## config.mk

```make
export PLATFORM = sky130hd
export DESIGN_NAME = bind_op_scheduler
export DESIGN_NICKNAME = d
export VERILOG_FILES = /design/src/rtl/bind_op_scheduler.sv
export SDC_FILE = /design/constraint.sdc
export NUM_CORES = 1
export LEC_CHECK = 0
export ABC_AREA = 1
export CAP_MARGIN = 20
export CORE_AREA = 2 2 159 161
export DETAILED_ROUTE_END_ITERATION = 6
export DIE_AREA = 0 0 161 163
export PLACE_DENSITY = 0.76
export SLEW_MARGIN = 20
export SYNTH_ARGS = -nofsm -noshare
export SYNTH_HDL_FRONTEND = slang
export SYNTH_SLANG_ARGS = --single-unit
```

## constraint.sdc

```tcl
create_clock -name clk -period 2.9 [get_ports clk]
set_input_delay 0.435 -clock clk [delete_from_list [all_inputs] [get_ports clk]]
set_output_delay 0.435 -clock clk [all_outputs]
set_load 0.02 [all_outputs]
```

## src/rtl/bind_op_scheduler.sv

```systemverilog
// Round-robin scheduler that serialises bind requests from several requesters onto
// one kernel generator and returns a completion pulse (optionally forced by timeout).
module bind_op_scheduler #(
    parameter int HV_ADDRESS_WIDTH = 20,
    parameter int NUM_REQ          = 4,
    parameter int TIMEOUT_CYCLES   = 1024,
    parameter int IDW              = $clog2(NUM_REQ)
) (
    input  logic                                clk,
    input  logic                                reset_n,
    input  logic [NUM_REQ-1:0]                  req,
    input  logic [NUM_REQ*HV_ADDRESS_WIDTH-1:0] req_hva,
    input  logic [NUM_REQ*HV_ADDRESS_WIDTH-1:0] req_hvb,
    input  logic [NUM_REQ*HV_ADDRESS_WIDTH-1:0] req_hvc,
    input  logic [NUM_REQ*HV_ADDRESS_WIDTH-1:0] req_offset,
    output logic [NUM_REQ-1:0]                  ack,
    output logic                                timeout_err,
    output logic                                busy,
    output logic [IDW-1:0]                      active_id,
    output logic                                k_valid,
    output logic [HV_ADDRESS_WIDTH-1:0]         k_hva,
    output logic [HV_ADDRESS_WIDTH-1:0]         k_hvb,
    output logic [HV_ADDRESS_WIDTH-1:0]         k_hvc,
    output logic [HV_ADDRESS_WIDTH-1:0]         k_offset,
    input  logic                                k_done
);

    localparam int AW = HV_ADDRESS_WIDTH;
    localparam int CW = (TIMEOUT_CYCLES > 0) ? $clog2(TIMEOUT_CYCLES + 1) : 1;
    localparam logic [CW-1:0]      CNT_TERM = CW'((TIMEOUT_CYCLES > 0) ? TIMEOUT_CYCLES - 1 : 0);
    localparam logic [NUM_REQ-1:0] REQ_ONE  = NUM_REQ'(1);

    typedef enum logic [1:0] {S_IDLE, S_ISSUE, S_WAIT, S_RELEASE} state_t;

    state_t              state_reg;
    logic [IDW-1:0]      rr_ptr_reg;
    logic [IDW-1:0]      active_id_reg;
    logic [CW-1:0]       cnt_reg;
    logic [NUM_REQ-1:0]  ack_reg;
    logic                timeout_err_reg;
    logic                busy_reg;
    logic                k_valid_reg;
    logic [AW-1:0]       k_hva_reg, k_hvb_reg, k_hvc_reg, k_offset_reg;

    logic [AW-1:0]       hva_arr    [NUM_REQ];
    logic [AW-1:0]       hvb_arr    [NUM_REQ];
    logic [AW-1:0]       hvc_arr    [NUM_REQ];
    logic [AW-1:0]       offset_arr [NUM_REQ];
    logic [NUM_REQ-1:0]  upper_req, sel_req, first_req;
    logic [IDW-1:0]      idx_chain  [NUM_REQ+1];
    logic [IDW-1:0]      grant_idx;

    // Wrap-around priority: prefer requests at or above rr_ptr, else the lowest one.
    genvar gi;
    generate
        for (gi = 0; gi < NUM_REQ; gi++) begin : g_req
            assign hva_arr[gi]      = req_hva[gi*AW +: AW];
            assign hvb_arr[gi]      = req_hvb[gi*AW +: AW];
            assign hvc_arr[gi]      = req_hvc[gi*AW +: AW];
            assign offset_arr[gi]   = req_offset[gi*AW +: AW];
            assign upper_req[gi]    = req[gi] && (gi >= int'(rr_ptr_reg));
            assign idx_chain[gi+1]  = idx_chain[gi] | (first_req[gi] ? IDW'(gi) : '0);
        end
    endgenerate

    assign idx_chain[0] = '0;
    assign sel_req      = (|upper_req) ? upper_req : req;
    assign first_req    = sel_req & (~sel_req + REQ_ONE);
    assign grant_idx    = idx_chain[NUM_REQ];

    always_ff @(posedge clk) begin
        if (!reset_n) begin
            state_reg       <= S_IDLE;
            rr_ptr_reg      <= '0;
            active_id_reg   <= '0;
            cnt_reg         <= '0;
            ack_reg         <= '0;
            timeout_err_reg <= 1'b0;
            busy_reg        <= 1'b0;
            k_valid_reg     <= 1'b0;
            k_hva_reg       <= '0;
            k_hvb_reg       <= '0;
            k_hvc_reg       <= '0;
            k_offset_reg    <= '0;
        end else begin
            k_valid_reg     <= 1'b0;
            ack_reg         <= '0;
            timeout_err_reg <= 1'b0;
            case (state_reg)
                S_IDLE: begin
                    if (|req) begin
                        active_id_reg <= grant_idx;
                        k_hva_reg     <= hva_arr[grant_idx];
                        k_hvb_reg     <= hvb_arr[grant_idx];
                        k_hvc_reg     <= hvc_arr[grant_idx];
                        k_offset_reg  <= offset_arr[grant_idx];
                        k_valid_reg   <= 1'b1;
                        busy_reg      <= 1'b1;
                        state_reg     <= S_ISSUE;
                    end
                end
                S_ISSUE: begin
                    cnt_reg   <= '0;
                    state_reg <= S_WAIT;
                end
                S_WAIT: begin
                    // A completion on the terminal-count cycle wins over the timeout.
                    if (k_done) begin
                        ack_reg   <= REQ_ONE << active_id_reg;
                        state_reg <= S_RELEASE;
                    end else if (TIMEOUT_CYCLES != 0 && cnt_reg == CNT_TERM) begin
                        ack_reg         <= REQ_ONE << active_id_reg;
                        timeout_err_reg <= 1'b1;
                        state_reg       <= S_RELEASE;
                    end else if (cnt_reg != '1) begin
                        cnt_reg <= cnt_reg + CW'(1);
                    end
                end
                S_RELEASE: begin
                    rr_ptr_reg <= (active_id_reg == IDW'(NUM_REQ - 1)) ? '0
                                                                       : active_id_reg + IDW'(1);
                    busy_reg   <= 1'b0;
                    state_reg  <= S_IDLE;
                end
                default: begin
                    busy_reg  <= 1'b0;
                    state_reg <= S_IDLE;
                end
            endcase
        end
    end

    assign ack         = ack_reg;
    assign timeout_err = timeout_err_reg;
    assign busy        = busy_reg;
    assign active_id   = active_id_reg;
    assign k_valid     = k_valid_reg;
    assign k_hva       = k_hva_reg;
    assign k_hvb       = k_hvb_reg;
    assign k_hvc       = k_hvc_reg;
    assign k_offset    = k_offset_reg;

endmodule

```

==> reports/qor.csv <==
metric,value,unit
via count,10240,
cell row count,58,
post-place setup slack,198.6,ps
fin nets,2227,
grt ovf,0,
HPWL Detailed,22650,microns
Worst Hold Path EP,cnt_reg[10],
HP Class,register to register,
clock root cell,clkbuf_16,
FF-to-FF End,k_hvc[18],
initial antenna violation count,1,
Pleak,7.108,nW
worst skew pair latency,350,ps
clock-pin slew on the worst setup and hold paths,80,ps
clock buffer depth,2,
Synth top area share,25.27,%
distinct cell type count after synthesis,25,
Seq cells post-synth,104,
FMAX,0.4156,GHz
Worst Hold Launch,cnt_reg[10],
Final Hold Vio Count,0,
Setup Crit Path Kind,input pin to register,
Critical Path RT,3150,ps
GP Congestion,0.9154,
arrival time worst endpoint,2660,ps
worst-margin pin slew,622.0,ps
core area,0.02467,sq mm
post-CTS setup buffer count,0,
PortBufs,415,
register area,0.002082,sq mm
Synth top cells by count,"422 x inv_1, 403 x nand3_1, 279 x nand2_1, 177 x nor2_1, 104 x dfxtp_1",
Post-Synthesis Cells,1538,
DRT antenna net count,0,
Post-synth EDFFs,0,
WL final,30490,microns
"Hold-fix buffers, CTS",0,
DR iter-0 viols,717,
I/O pin cnt,416,
RSZ-0062 raised after global routing,no,
max cap viols,0,
depth of the CTS H-tree,3,
post-route minimum period,2406,ps
"FFs w/ async S/R, synth",0,%
top_reg_cell synth,dfxtp_1,
reg2reg start,rr_ptr_reg[1],
area of the multi-input gates,0.004164,sq mm
critical path launch point type,input pin,
top-count cell post-synth,inv_1,
fillcell total,2494,
final setup vio count,0,
slew margin rel.,58.54,%
Sink Count,104,
CTS tree,done,
global-route wire length before repair,47240,microns
layout cells sized above 1,2.427,%
Area contributors post-synth,"dfxtp_1 25%, nand3_1 24%, inv_1 19%",
syn_nets,1875,
register area share after synthesis,25.27,%
"area leader, netlist",dfxtp_1,
die width,161,microns
Vias per Instance,4.602,
number of global-route vias before repair,9404,
Crit. End Element,register,
Peak VDD IR,0.5008,mV
Total GRT Usage,22.29,%
number of iterations in the first detailed-routing pass,5,
Worst Reg-to-Reg Cells,10,
Ys Warns,0,
status,"finished, final reports clean",
WL/cell,13.70,microns
Mapped Avg Cell Area,5.358,sq um
final slew viol count,0,
Setup WS post-layout,494.1,ps
DRC viols,0,
worst-case clock skew,12.80,ps
post-CTS resize count,0,
mapped cell area,0.008240,sq mm
Worst R2R Setup Slack,670,ps
period utilisation layout,82.96,%
Pwr per Cell Area,657.1,mW/mm^2
CTS Buf Count,9,
P&R area growth vs syn,57.96,%
Initial Util,33.40,%
WHS Path Cells,2,
CP Max Fanout,118,
largest net degree at the start of global routing,119,
DIE AREA,0.02624,sq mm
Vert. Die Dim,163,microns
fin util,52.75,%
Setup TNS,0,ps
-- cells by family after synthesis --
kind of cell | share of synthesized area [%]
DFF | 25.27
AOI/OAI and AO/OA | 1.852
and+or+nand+nor | 46.64
adders and majority gates | 1.518
buffers and inverters | 24.72
-- worst max path at each step --
stage	start	end	cells after the start
after detailed placement	req[1]	k_hvc[18]	11
after floorplan	state_reg[0]	k_hvb[0]	9
after CTS	req[0]	k_hvc[18]	12
after global routing	req[0]	k_hvc[18]	12
final	req[1]	k_hvc[18]	10
after global placement	req[1]	k_offset[4]	10
-- final cells by class --
type                       count  share of cell area, %
antenna                        1                0.01923
clock buffer                  10                  1.836
clock inverter                 6                 0.3845
inverter                     426                  12.28
multi-input combinational    914                  31.99
sequential                   104                  16.00
tap                          330                  3.172
timing repair buffer         435                  34.32
-- power by group --
group / switching, mW / internal (mW) / leakage (nW) / total (mW)
registers: 0.287 / 1.94 / 0.861 / 2.23
logic: 2.92 / 2.18 / 6.11 / 5.10
clock network: 0.609 / 0.621 / 0.141 / 1.23
total: 3.82 / 4.74 / 7.11 / 8.55
-- per-layer routing --
metal / track usage (%) / routed length [microns] / up-vias
li1: - / - / 5279
met4: 9.091 / 998 / 0
met1: 26.61 / 12510 / 4502
met2: 38.82 / 14510 / 401
met3: 4.915 / 2461 / 61
met5: 0 / 0 / -
-- metrics by stage --
step / cell area [sq um] / hold slack [ps] / power [mW] / instances
2_1_floorplan: 8240 / 437.4 / 5.173 / 1538
3_5_place_dp: 12720 / 457.0 / 7.362 / 2209
6_report: 13020 / 467.8 / 8.553 / 2226
5_1_grt: 13020 / 492.8 / 9.250 / 2226
4_1_cts: 13010 / 468.7 / 8.625 / 2225
3_3_place_gp: 12720 / 445.8 / 7.297 / 2209
-- cells in the final DEF, fill, tap and decap left out, types with 2 or more instances in the layout --
cell type        count
clkdlybuf4s50_1    415
nand2_1            279
nor3_1               6
inv_2                4
nor3b_1              2
nor2_1             176
buf_4                7
nand4_1              3
nand3_1            403
inv_1              422
o21ai_0              7
o21bai_1             2
dfxtp_1            104
ha_1                10
nand3_4              2
clkbuf_16            9
buf_12              13
a21oi_1             16
inv_6                2
nor2_4               2
-- worst max-delay path: stages --
cell and delay [ps]:
clkdlybuf4s50_1 460, a21oi_1 310, nand4_1 250, nand3_4 160, buf_12 330, nand3_1 140, nand3_1 180, nand3_1 100
nand2_1 70, inv_1 30
No activity file was read; power rests on OpenSTA's default activity.
